## src/rtl/snd_pkg.sv

```systemverilog
// Shared constants, ramp FSM state encodings and the mix saturator for the
// sound back-end.
package snd_pkg;

  localparam int SAMPLE_W = 16;
  localparam int GAIN_W   = 9;

  localparam logic [GAIN_W-1:0] GAIN_UNITY = 9'd256;
  localparam logic [3:0]        VOL_UNITY  = 4'd8;

  localparam logic [1:0] ST_MUTED     = 2'd0;
  localparam logic [1:0] ST_RAMP_UP   = 2'd1;
  localparam logic [1:0] ST_RUN       = 2'd2;
  localparam logic [1:0] ST_RAMP_DOWN = 2'd3;

  typedef struct packed {
    logic signed [SAMPLE_W-1:0] val;
    logic                       ovf;
  } sat_t;

  // Clamp an 18-bit sum to 16 bits; the top three bits agree only when it fits.
  function automatic sat_t sat18(input logic signed [17:0] x);
    sat_t r;
    r.ovf = 1'b0;
    r.val = x[15:0];
    if (x[17:15] != {3{x[17]}}) begin
      r.ovf = 1'b1;
      r.val = x[17] ? 16'sh8000 : 16'sh7FFF;
    end
    return r;
  endfunction

endpackage

```

## src/rtl/snd_dsm.sv

```systemverilog
// First-order delta-sigma modulator: the accumulator carry is the 1-bit DAC
// output, with mean duty u/65536.
module snd_dsm (
  input  logic        clk,
  input  logic        reset,
  input  logic [15:0] u_i,
  output logic        carry_o
);

  logic [15:0] acc_q;
  logic        carry_q;
  logic [16:0] sum;

  assign sum = {1'b0, acc_q} + {1'b0, u_i};

  always_ff @(posedge clk) begin
    if (reset) begin
      acc_q   <= '0;
      carry_q <= 1'b0;
    end else begin
      acc_q   <= sum[15:0];
      carry_q <= sum[16];
    end
  end

  assign carry_o = carry_q;

endmodule

```

## src/rtl/snd_mix_dac.sv

```systemverilog
// OPL2 + CMS mixer: per-source volume, saturating sum, anti-pop gain ramp and a
// 1-bit delta-sigma DAC replicated onto the snd pin bus.
module snd_mix_dac
  import snd_pkg::*;
#(
  parameter int RAMP_DIV = 256,
  parameter int OUT_W    = 7
) (
  input  logic             clk,
  input  logic             reset,
  input  logic [15:0]      opl_sample,
  input  logic             opl_valid,
  input  logic [15:0]      cms_sample,
  input  logic             cms_valid,
  input  logic [3:0]       vol_opl,
  input  logic [3:0]       vol_cms,
  input  logic             mute,
  input  logic             clip_clr,
  output logic             clip,
  output logic             muted,
  output logic [OUT_W-1:0] snd
);

  localparam int DIV_W = $clog2(RAMP_DIV);

  // 16x4 product fits in 20 bits; >>>3 makes vol=8 unity.
  function automatic logic signed [16:0] scale_vol(input logic signed [15:0] s,
                                                   input logic [3:0] v);
    return 17'((20'(s) * 20'($signed({1'b0, v}))) >>> 3);
  endfunction

  function automatic logic signed [15:0] apply_gain(input logic signed [15:0] m,
                                                    input logic [GAIN_W-1:0] g);
    return 16'((26'(m) * 26'($signed({1'b0, g}))) >>> 8);
  endfunction

  logic signed [15:0] opl_q, cms_q;
  logic               vld_p0_q;
  logic signed [16:0] opl_p1_q, cms_p1_q;
  logic               vld_p1_q;
  logic signed [15:0] mix_p2_q;
  logic               vld_p2_q;
  logic signed [15:0] ramp_p3_q;
  logic               vld_p3_q;
  logic [15:0]        u;
  logic               carry;
  sat_t               sat_mix;
  logic               clip_q, clip_d;

  logic [1:0]         state_q, state_d;
  logic [GAIN_W-1:0]  g_q, g_d;
  logic [DIV_W-1:0]   div_q, div_d;

  assign sat_mix = sat18(18'(opl_p1_q) + 18'(cms_p1_q));
  assign clip_d  = sat_mix.ovf | (clip_q & ~clip_clr);

  always_ff @(posedge clk) begin
    if (reset) begin
      opl_q     <= '0;
      cms_q     <= '0;
      vld_p0_q  <= 1'b0;
      opl_p1_q  <= '0;
      cms_p1_q  <= '0;
      vld_p1_q  <= 1'b0;
      mix_p2_q  <= '0;
      vld_p2_q  <= 1'b0;
      ramp_p3_q <= '0;
      vld_p3_q  <= 1'b0;
      clip_q    <= 1'b0;
    end else begin
      // S0: capture
      if (opl_valid) opl_q <= opl_sample;
      if (cms_valid) cms_q <= cms_sample;
      vld_p0_q  <= opl_valid | cms_valid;
      // S1: volume
      opl_p1_q  <= scale_vol(opl_q, vol_opl);
      cms_p1_q  <= scale_vol(cms_q, vol_cms);
      vld_p1_q  <= vld_p0_q;
      // S2: saturating mix
      mix_p2_q  <= sat_mix.val;
      vld_p2_q  <= vld_p1_q;
      clip_q    <= clip_d;
      // S3: mute ramp gain
      ramp_p3_q <= apply_gain(mix_p2_q, g_q);
      vld_p3_q  <= vld_p2_q;
    end
  end

  // S4: offset binary for the DAC, midscale 0x8000 is silence.
  assign u = {~ramp_p3_q[15], ramp_p3_q[14:0]};

  // A direction change still applies the step due on that wrap, so the gain
  // never jumps and never repeats a level.
  always_comb begin
    state_d = state_q;
    g_d     = g_q;
    div_d   = '0;
    case (state_q)
      ST_MUTED: begin
        g_d = '0;
        if (!mute) state_d = ST_RAMP_UP;
      end
      ST_RAMP_UP: begin
        div_d = div_q + DIV_W'(1);
        if ((&div_q) && (g_q != GAIN_UNITY)) g_d = g_q + 9'd1;
        if (mute)                    state_d = ST_RAMP_DOWN;
        else if (g_d == GAIN_UNITY)  state_d = ST_RUN;
      end
      ST_RUN: begin
        g_d = GAIN_UNITY;
        if (mute) state_d = ST_RAMP_DOWN;
      end
      ST_RAMP_DOWN: begin
        div_d = div_q + DIV_W'(1);
        if ((&div_q) && (g_q != '0)) g_d = g_q - 9'd1;
        if (!mute)           state_d = ST_RAMP_UP;
        else if (g_d == '0)  state_d = ST_MUTED;
      end
      default: state_d = ST_MUTED;
    endcase
  end

  always_ff @(posedge clk) begin
    if (reset) begin
      state_q <= ST_MUTED;
      g_q     <= '0;
      div_q   <= '0;
    end else begin
      state_q <= state_d;
      g_q     <= g_d;
      div_q   <= div_d;
    end
  end

  snd_dsm u_dsm (
    .clk     (clk),
    .reset   (reset),
    .u_i     (u),
    .carry_o (carry)
  );

  assign snd   = {OUT_W{carry}};
  assign clip  = clip_q;
  assign muted = (state_q == ST_MUTED);

endmodule

```

## config.mk

```make
export PLATFORM = sky130hd
export DESIGN_NAME = snd_mix_dac
export DESIGN_NICKNAME = d
export VERILOG_FILES = /design/src/rtl/snd_pkg.sv /design/src/rtl/snd_dsm.sv /design/src/rtl/snd_mix_dac.sv
export SDC_FILE = /design/constraint.sdc
export NUM_CORES = 1
export LEC_CHECK = 0
export CELL_PAD_IN_SITES_DETAIL_PLACEMENT = 1
export CELL_PAD_IN_SITES_GLOBAL_PLACEMENT = 1
export CORE_MARGIN = 1.5
export CORE_UTILIZATION = 35
export CTS_CLUSTER_SIZE = 10
export DETAILED_ROUTE_END_ITERATION = 10
export GPL_ROUTABILITY_DRIVEN = 0
export HOLD_SLACK_MARGIN = 0.06
export PLACE_DENSITY = 0.72
export SETUP_SLACK_MARGIN = 0.05
export SYNTH_ARGS = -nofsm -noshare
export SYNTH_HDL_FRONTEND = slang
export SYNTH_HIERARCHICAL = 1
export SYNTH_SLANG_ARGS = --single-unit
```

## constraint.sdc

```tcl
create_clock -name clk -period 17.65 [get_ports clk]
set_input_delay 5.295 -clock clk [delete_from_list [all_inputs] [get_ports clk]]
set_output_delay 5.295 -clock clk [all_outputs]
set_load 0.01 [all_outputs]
```

Word-level counts from Yosys, hierarchy flattened
Cells that the tools add are included.

storage, ports and cells
  input bits = 46
  bits in registers = 135
  output and inout port bits = 9

operators by class
  bitwise gates (word level) = 5
  eq/ne operators = 10
  multipliers = 3
  $add $sub $neg = 5
  muxes and demuxes = 14
  reductions and logical operators = 9

operators by type and width
  kind                 number
  $mul 16x5->20        2
  $mux 9               4
  $pmux 9 s4           1
  $mul 16x10->24       1
  $add 17x17->18       1
  $add 16x16->17       1
  $mux 17              1
  $mux 16              1
  $mux 2               6
  $add 9x1->9 const B  1
  $eq 9x9->1 const B   1
  $logic_not 9->1      1
  $ne 9x9->1 const B   1
  $reduce_bool 9->1    1
  $sub 9x1->9 const B  1
  $add 8x1->8 const B  1
  $pmux 2 s4           1
  $reduce_and 8->1     1
  $ne 3x3->1 const B   2
  $eq 2x2->1 const B   2
  $ne 2x2->1 const B   2
  $reduce_and 4->1     1
  $reduce_or 2->1      2
  $not 1->1            3
  other kinds (6)      7

Longest topological paths before layout
Gate-level depths: netlist (run 1).

  depth after elaboration = 8
  depth in mapped cells = 23
  gate-level depth less buffers = 20

Cells and area by module
Netlist (run 1), hierarchy kept.

modules (own cells, without submodules)
  module       area an instance (µm²)  times used  sequential area each (µm²)  cells an instance
  snd_mix_dac  14361.3                 1           2362.3                      1672
  snd_dsm      1201.2                  1           340.3                       128

Worst setup path before layout (run 1)
OpenSTA, ideal clock, no wires.

  path type = input-to-reg
  from = input vol_cms[2]
  to = register cms_p1_q[16]
  cell stages on the path = 15
  path slack = 8.904 ns
  buffers on the path = 0
  data arrival time = 8.631 ns
  setup time = 0.115 ns
  cells stage by stage = and2_1 ha_1 inv_1 fa_1 fa_1 inv_1 ha_1 nand4_1 o21ai_0 a41o_1 o21ai_0 o31ai_1 a31oi_1 xnor2_1 and2_1

between the ends
  word-level cells in the longest chain between the ends = 1

RTL lines
  what                  line               RTL
  from (decl)           snd_mix_dac.sv:16  input logic [3:0] vol_cms,
  $mul 16x5->20         snd_mix_dac.sv:29  return 17'((20'(s) * 20'($signed({1'b0, v}))) >>> 3);
  to (signal assigned)  snd_mix_dac.sv:77  cms_p1_q <= scale_vol(cms_q, vol_cms);
  to (decl)             snd_mix_dac.sv:39  logic signed [16:0] opl_p1_q, cms_p1_q;

Every way passes these cells.
A chain may end at the register's enable or synchronous reset.

Worst setup path after layout (run 1)
Ends and elaborated chain as after synthesis.

==> results of run 1 <==
[worst max-delay path, cell delays in order]
cell                              delay, ps
sky130_fd_sc_hd__clkdlybuf4s50_1        670
sky130_fd_sc_hd__and2_1                 300
sky130_fd_sc_hd__ha_1                   270
sky130_fd_sc_hd__inv_1                   60
sky130_fd_sc_hd__fa_1                   520
sky130_fd_sc_hd__fa_1                   550
sky130_fd_sc_hd__inv_1                   40
sky130_fd_sc_hd__ha_1                   330
sky130_fd_sc_hd__nand4_1                100
sky130_fd_sc_hd__o21ai_0                380
sky130_fd_sc_hd__a41o_1                 300
sky130_fd_sc_hd__o21ai_0                230
sky130_fd_sc_hd__o31ai_1                380
sky130_fd_sc_hd__a31oi_1                150
sky130_fd_sc_hd__xnor2_1                140
sky130_fd_sc_hd__and2_1                 150
[flip-flops by register name, summed over array words and instances (netlist names)]
name	cells
opl_q	16
mix_p2_q	16
ramp_p3_q	16
opl_p1_q	17
cms_p1_q	17
clip	1
g_q	9
state_q	2
u_dsm/acc_q	16
cms_q	16
div_q	8
u_dsm/carry_o	1
[how the worst max path moves through the flow]
stage,end,slack [ps],depth (start not counted)
after floorplan,cms_p1_q[16]$_SDFF_PP0_,8900,15
after global placement,cms_p1_q[16]$_SDFF_PP0_,7820,16
after detailed placement,cms_p1_q[16]$_SDFF_PP0_,7720,16
after CTS,cms_p1_q[16]$_SDFF_PP0_,8170,16
after global routing,cms_p1_q[16]$_SDFF_PP0_,7780,16
final,cms_p1_q[16]$_SDFF_PP0_,8140,16
[final cells by class]
cell class              instances  area, sq um
multi-input cells            1282        11380
clock buffers                  18        429.2
repair buffers                 63        605.6
inverters                     310         1164
fillers                      5220        26850
well taps                     592        740.7
clock inverters                14        162.7
flip-flops and latches        135         2703
[cells in the mapped netlist (14+ instances only)]
| library cell | number | area, sq um |
|---|---|---|
| sky130_fd_sc_hd__a21o_1 | 24 | 180.2 |
| sky130_fd_sc_hd__a21oi_1 | 58 | 290.3 |
| sky130_fd_sc_hd__and2_1 | 155 | 969.7 |
| sky130_fd_sc_hd__clkbuf_1 | 49 | 183.9 |
| sky130_fd_sc_hd__dfxtp_1 | 135 | 2703 |
| sky130_fd_sc_hd__fa_1 | 180 | 3603 |
| sky130_fd_sc_hd__ha_1 | 160 | 2002 |
| sky130_fd_sc_hd__inv_1 | 310 | 1164 |
| sky130_fd_sc_hd__mux2i_1 | 34 | 340.3 |
| sky130_fd_sc_hd__nand2_1 | 160 | 600.6 |
| sky130_fd_sc_hd__nand3_1 | 25 | 125.1 |
| sky130_fd_sc_hd__nor2_1 | 135 | 506.7 |
| sky130_fd_sc_hd__nor2b_1 | 15 | 93.84 |
| sky130_fd_sc_hd__nor3_1 | 26 | 130.1 |
| sky130_fd_sc_hd__o21a_1 | 14 | 105.1 |
| sky130_fd_sc_hd__o21ai_0 | 30 | 150.1 |
| sky130_fd_sc_hd__o41ai_1 | 16 | 140.1 |
| sky130_fd_sc_hd__xnor2_1 | 45 | 394.1 |
| sky130_fd_sc_hd__xor2_1 | 42 | 367.9 |
[layout by cell type (no fill, tap or decap), types with 12 or more instances in the layout]
| master | count |
|---|---|
| sky130_fd_sc_hd__a211oi_1 | 12 |
| sky130_fd_sc_hd__a21o_1 | 24 |
| sky130_fd_sc_hd__a21oi_1 | 58 |
| sky130_fd_sc_hd__and2_1 | 155 |
| sky130_fd_sc_hd__clkbuf_16 | 17 |
| sky130_fd_sc_hd__clkdlybuf4s50_1 | 53 |
| sky130_fd_sc_hd__dfxtp_1 | 135 |
| sky130_fd_sc_hd__fa_1 | 180 |
| sky130_fd_sc_hd__ha_1 | 160 |
| sky130_fd_sc_hd__inv_1 | 310 |
| sky130_fd_sc_hd__mux2i_1 | 34 |
| sky130_fd_sc_hd__nand2_1 | 160 |
| sky130_fd_sc_hd__nand3_1 | 25 |
| sky130_fd_sc_hd__nor2_1 | 135 |
| sky130_fd_sc_hd__nor2b_1 | 15 |
| sky130_fd_sc_hd__nor3_1 | 26 |
| sky130_fd_sc_hd__o21a_1 | 14 |
| sky130_fd_sc_hd__o21ai_0 | 30 |
| sky130_fd_sc_hd__o41ai_1 | 16 |
| sky130_fd_sc_hd__xnor2_1 | 45 |
| sky130_fd_sc_hd__xor2_1 | 42 |
[cells by family (layout without fill, tap and decap cells)]
logic type | Yosys count | after routing | share of synthesized area
fa+ha+maj | 340 | 340 | 0.3602
buf+inv | 383 | 405 | 0.09519
compound gates | 244 | 244 | 0.1131
simple gates | 573 | 573 | 0.1841
xor+xnor | 87 | 87 | 0.04896
flops | 135 | 135 | 0.1737
mux | 38 | 38 | 0.02476
[power breakdown]
part	leakage, nW	switching (mW)	internal [mW]
Combinational	7.07	0.143	0.103
Sequential	1.11	0.0536	0.335
Clock	0.276	0.160	0.211
[metal layers]
layer	track usage	wire, microns	vias up
li1	-	-	5796
met1	0.1998	16200	6035
met2	0.3258	19660	110
met3	0.02797	845	44
met4	0.04808	720	0
met5	0	0	-
[through the flow]
stage | power [mW] | instance area, sq um | std cells | utilization | hold WS [ps]
final | 1.006 | 17180 | 2414 | 0.3903 | 468.4
after global routing | 1.067 | 17180 | 2414 | 0.3903 | 490.1
after CTS | 1.021 | 17180 | 2414 | 0.3903 | 473.3
after detailed placement | 0.6437 | 16590 | 2382 | 0.3768 | 458.6
after global placement | 0.6332 | 16590 | 2382 | 0.3768 | 445.8
after floorplan | 0.5515 | 15560 | 1800 | - | 429.9
==> impl_metrics.tcl, run 1 <==
set metrics [dict create \
    final_routed_wire_length_divided_by_cell_count_microns 15.50 \
    initial_utilization 0.3535 \
    cap_viol_max_count 0 \
    hold_end "div_q[0]$_SDFF_PP0_" \
    cts-resized-gates 0 \
    holdCritStartpoint "div_q[0]$_SDFF_PP0_" \
    port_buffers 54 \
    max_freq_mhz 105.2 \
    postRouteWirelength_microns 37430 \
    critPathCaptureType "flip-flop" \
    post-cts-setup-buffer-count 0 \
    ctsHoldBuffers 0 \
    drt_first_pass_iters 4 \
    timing_hold_violations_final 0 \
    first_pass_grt_wire_length_microns 63830 \
    worst_r2r_startpoint "g_q[3]$_SDFF_PP0_" \
    htreeDepth 4 \
    yosys_warnings 6 \
    ys_flop_type "sky130_fd_sc_hd__dfxtp_1" \
    r2r_slack_ps 11610 \
    synth-seq-area-share 0.1737 \
    syn2layout_area_growth_pct 10.41 \
    pin_count_of_the_biggest_net_entering_global_routing 66 \
    worst_hold_path_cells 1 \
    globalRoute.totalOverflow 0 \
    worst_pin_slew_ps 1084 \
    tritoncts "built" \
    syn-cell-area_sq_um 15560 \
    post_synth.cell_area_avg_sq_um 8.646 \
    ys_types 80 \
    routed_via_density 4.965 \
    ir_drop_uv 49.73 \
    crit_start "vol_cms[2]" \
    share_of_async_settable_or_async_resettable_flops_after_synthesis 0 \
    design.portCount 55 \
    slew-limit-headroom 0.2764 \
    dp_slack_ps 7717 \
    detailedRoute.firstIterationViolations 353 \
    timing.clock.skew_ps 13.54 \
    insertedDiodeCount 0 \
    core-area_sq_um 44030 \
    clock_tree.buffer_depth 2 \
    power-per-cell-area_nw_per_um2 58.52 \
    fin_crit_sh 0.5386 \
    layout-drive-gt1-share 0.03897 \
    timing_max_transition_violations_final 0 \
    period_minus_slack_ps 9507 \
    setup_viol 0 \
    chipWidth_microns 213.9 \
    vias_after_detailed_routing 11985 \
    post-route-worst-setup-slack_ps 8143 \
    capturing_point_of_the_worst_reg2reg_path "ramp_p3_q[15]$_SDFF_PP0_" \
    setup_total_negative_slack_ps 0 \
    cts-buffers-inserted 17 \
    die_h_microns 213.9 \
    finish.net_count 2195 \
    run_status "completed" \
    cts-root-buf "sky130_fd_sc_hd__clkbuf_16" \
    std_cell_rows 77 \
    cp.required_ps 18000 \
    timing.setup.critical_path_class "in2reg" \
    ys_seq_elements 135 \
    vias_in_the_first_global_route 13396 \
    reg2reg_depth 20 \
    crit_path_start_kind "input pin" \
    dpl.hpwl_microns 29850 \
    critical_path_arrival_ps 9860 \
    remaining_drc_errors 0 \
    dieArea_sq_um 45740 \
    p_leak_nw 8.450 \
    global_route.usage.total 0.1727 \
    ant_nets 0 \
    clk-insertion-delay-late_ps 460 \
    cts_sinks 135 \
    netlist_instances 1800 \
    grt_setup_unrepaired "false" \
    synth_enable_flop_cells 0 \
    holdCritPathClass "reg2reg" \
    synth.net_count 2186 \
    antenna_found_initial 0 \
    worst_setup_hold_path_clk_slew_ps 70 \
    maximum_fanout_along_the_worst_path 16 \
]
Power figures use the tool's default switching activity.
==> inputs of run 2 (changes only) <==
--- a/config.mk
+++ b/config.mk
@@ -13,7 +13,7 @@
 export DETAILED_ROUTE_END_ITERATION = 10
 export GPL_ROUTABILITY_DRIVEN = 0
 export HOLD_SLACK_MARGIN = 0.06
-export PLACE_DENSITY = 0.72
+export PLACE_DENSITY = 0.75
 export SETUP_SLACK_MARGIN = 0.05
 export SYNTH_ARGS = -nofsm -noshare
 export SYNTH_HDL_FRONTEND = slang
==> constraint.sdc (replaced) <==
create_clock -name clk -period 8.2 [get_ports clk]
set_input_delay 2.46 -clock clk [delete_from_list [all_inputs] [get_ports clk]]
set_output_delay 2.46 -clock clk [all_outputs]
set_load 0.01 [all_outputs]
==> impl_metrics.tcl, run 2 (synthesized netlist as in run 1, its figures left out) <==
set metrics [dict create \
    slew-limit-headroom 0.3205 \
    setup_viol 0 \
    dp.cells 2382 \
    critPathCaptureType "flip-flop" \
    port_buffers 54 \
    antenna_found_initial 0 \
    timing.setup.critical_path_class "in2reg" \
    p_leak_nw 8.462 \
    run_status "completed" \
    post-cts-setup-buffer-count 0 \
    cts-root-buf "sky130_fd_sc_hd__clkbuf_16" \
    crit_path_start_kind "input pin" \
    first_pass_grt_wire_length_microns 63000 \
    global_route.usage.total 0.1729 \
    worst_setup_hold_path_clk_slew_ps 70 \
    critical_path_arrival_ps 7070 \
    cp_slowest_stage_delay_ps 660 \
    core-area_sq_um 44030 \
    fill_cells 5235 \
    cap_viol_max_count 0 \
    max_freq_mhz 149.3 \
    ant_nets 0 \
    holdCritPathClass "reg2reg" \
    mostFrequentLayoutCell "sky130_fd_sc_hd__inv_1" \
    ctsHoldBuffers 0 \
    clk-insertion-delay-late_ps 480 \
    critical-path-slowest-cell "sky130_fd_sc_hd__clkdlybuf4s50_1" \
    cts_sinks 135 \
    dieArea_sq_um 45740 \
    design.portCount 55 \
    cts-buffers-inserted 17 \
    dpl.hpwl_microns 29090 \
    vias_in_the_first_global_route 13054 \
    maximum_fanout_along_the_worst_path 16 \
    htreeDepth 4 \
    initial_utilization 0.3535 \
    timing.clock.skew_ps 12.43 \
    period_minus_slack_ps 6698 \
    grt_setup_unrepaired "false" \
    finalNonFillerCells 2415 \
    finish.net_count 2195 \
    final_routed_wire_length_divided_by_cell_count_microns 15.19 \
    routed_via_density 4.930 \
    timing_hold_violations_final 0 \
    detailedRoute.firstIterationViolations 375 \
    ir_drop_uv 157.6 \
    most_frequent_cells_in_the_layout "310 x sky130_fd_sc_hd__inv_1, 180 x sky130_fd_sc_hd__fa_1, 160 x sky130_fd_sc_hd__nand2_1, 160 x sky130_fd_sc_hd__ha_1, 155 x sky130_fd_sc_hd__and2_1" \
    worstPathCellList "clkdlybuf4s50_1 -> and2_1 -> ha_1 -> inv_1 -> fa_1 -> fa_1 -> inv_1 -> ha_1 -> nand4_1 -> o21ai_0 -> a41o_1 -> o21ai_0 -> o31ai_1 -> a31oi_1 -> xnor2_1 -> and2_1" \
    reg_top3 "cms_p1_q (17), opl_p1_q (17)" \
    final_util 0.3905 \
    remaining_drc_errors 0 \
    power-per-cell-area_nw_per_um2 126.0 \
    syn2layout_area_growth_pct 10.49 \
    pin_count_of_the_biggest_net_entering_global_routing 65 \
    std_cell_rows 77 \
    clock_tree.buffer_depth 2 \
    globalRoute.totalOverflow 0 \
    critical_path_buf_inv_count 3 \
    die_h_microns 213.9 \
    fin_crit_sh 0.8168 \
    setup_total_negative_slack_ps 0 \
    chipWidth_microns 213.9 \
    drt_first_pass_iters 4 \
    tritoncts "built" \
    worst_pin_slew_ps 1016 \
    cts-resized-gates 0 \
    cp.required_ps 8570 \
    vias_after_detailed_routing 11906 \
    finalHoldWorstSlack_ps 464.8 \
    timing_max_transition_violations_final 0 \
    postRouteWirelength_microns 36690 \
    layout-drive-gt1-share 0.03952 \
    cpLargestDelayFamily "adder cells" \
]
run 2: report_power, final:
group / leakage, nW / switching (mW) / internal, mW
logic: 7.07 / 0.308 / 0.222
registers: 1.11 / 0.116 / 0.722
clock network: 0.288 / 0.338 / 0.462
total: 8.46 / 0.762 / 1.41
run 2: area by class of cell:
type	count	area, sq um	area share
Multi-Input combinational cell	1282	11380	0.6617
Sequential cell	135	2703	0.1572
Inverter	310	1164	0.06767
Tap cell	592	740.7	0.04308
Timing Repair Buffer	63	605.6	0.03522
Clock buffer	18	439.2	0.02554
Clock inverter	14	162.7	0.009459
Antenna cell	1	2.502	0.0001455
run 2: layer usage:
metal,routed length (microns),up-vias,global-route usage
li1,-,5804,-
met5,0,-,0
met1,15860,5958,0.2017
met4,726,0,0.05852
met2,19320,101,0.3217
met3,782,43,0.02504
run 2: worst paths after layout:
path	cells past startpoint	startpoint	slack, ps	to
max	16	vol_cms[2]	1500	cms_p1_q[16]$_SDFF_PP0_
min	1	g_q[7]$_SDFF_PP0_	460	g_q[7]$_SDFF_PP0_
max reg2reg	20	g_q[1]$_SDFF_PP0_	2190	ramp_p3_q[15]$_SDFF_PP0_
min reg2reg	1	g_q[7]$_SDFF_PP0_	460	g_q[7]$_SDFF_PP0_
run 2: stage by stage:
| step | instance area, sq um | power [mW] | setup slack (ps) |
|---|---|---|---|
| 2_1_floorplan | 15560 | 1.187 | 2289 |
| 3_3_place_gp | 16590 | 1.360 | 1202 |
| 3_5_place_dp | 16590 | 1.385 | 1021 |
| 4_1_cts | 17190 | 2.209 | 1520 |
| 5_1_grt | 17190 | 2.304 | 1030 |
| 6_report | 17200 | 2.167 | 1502 |
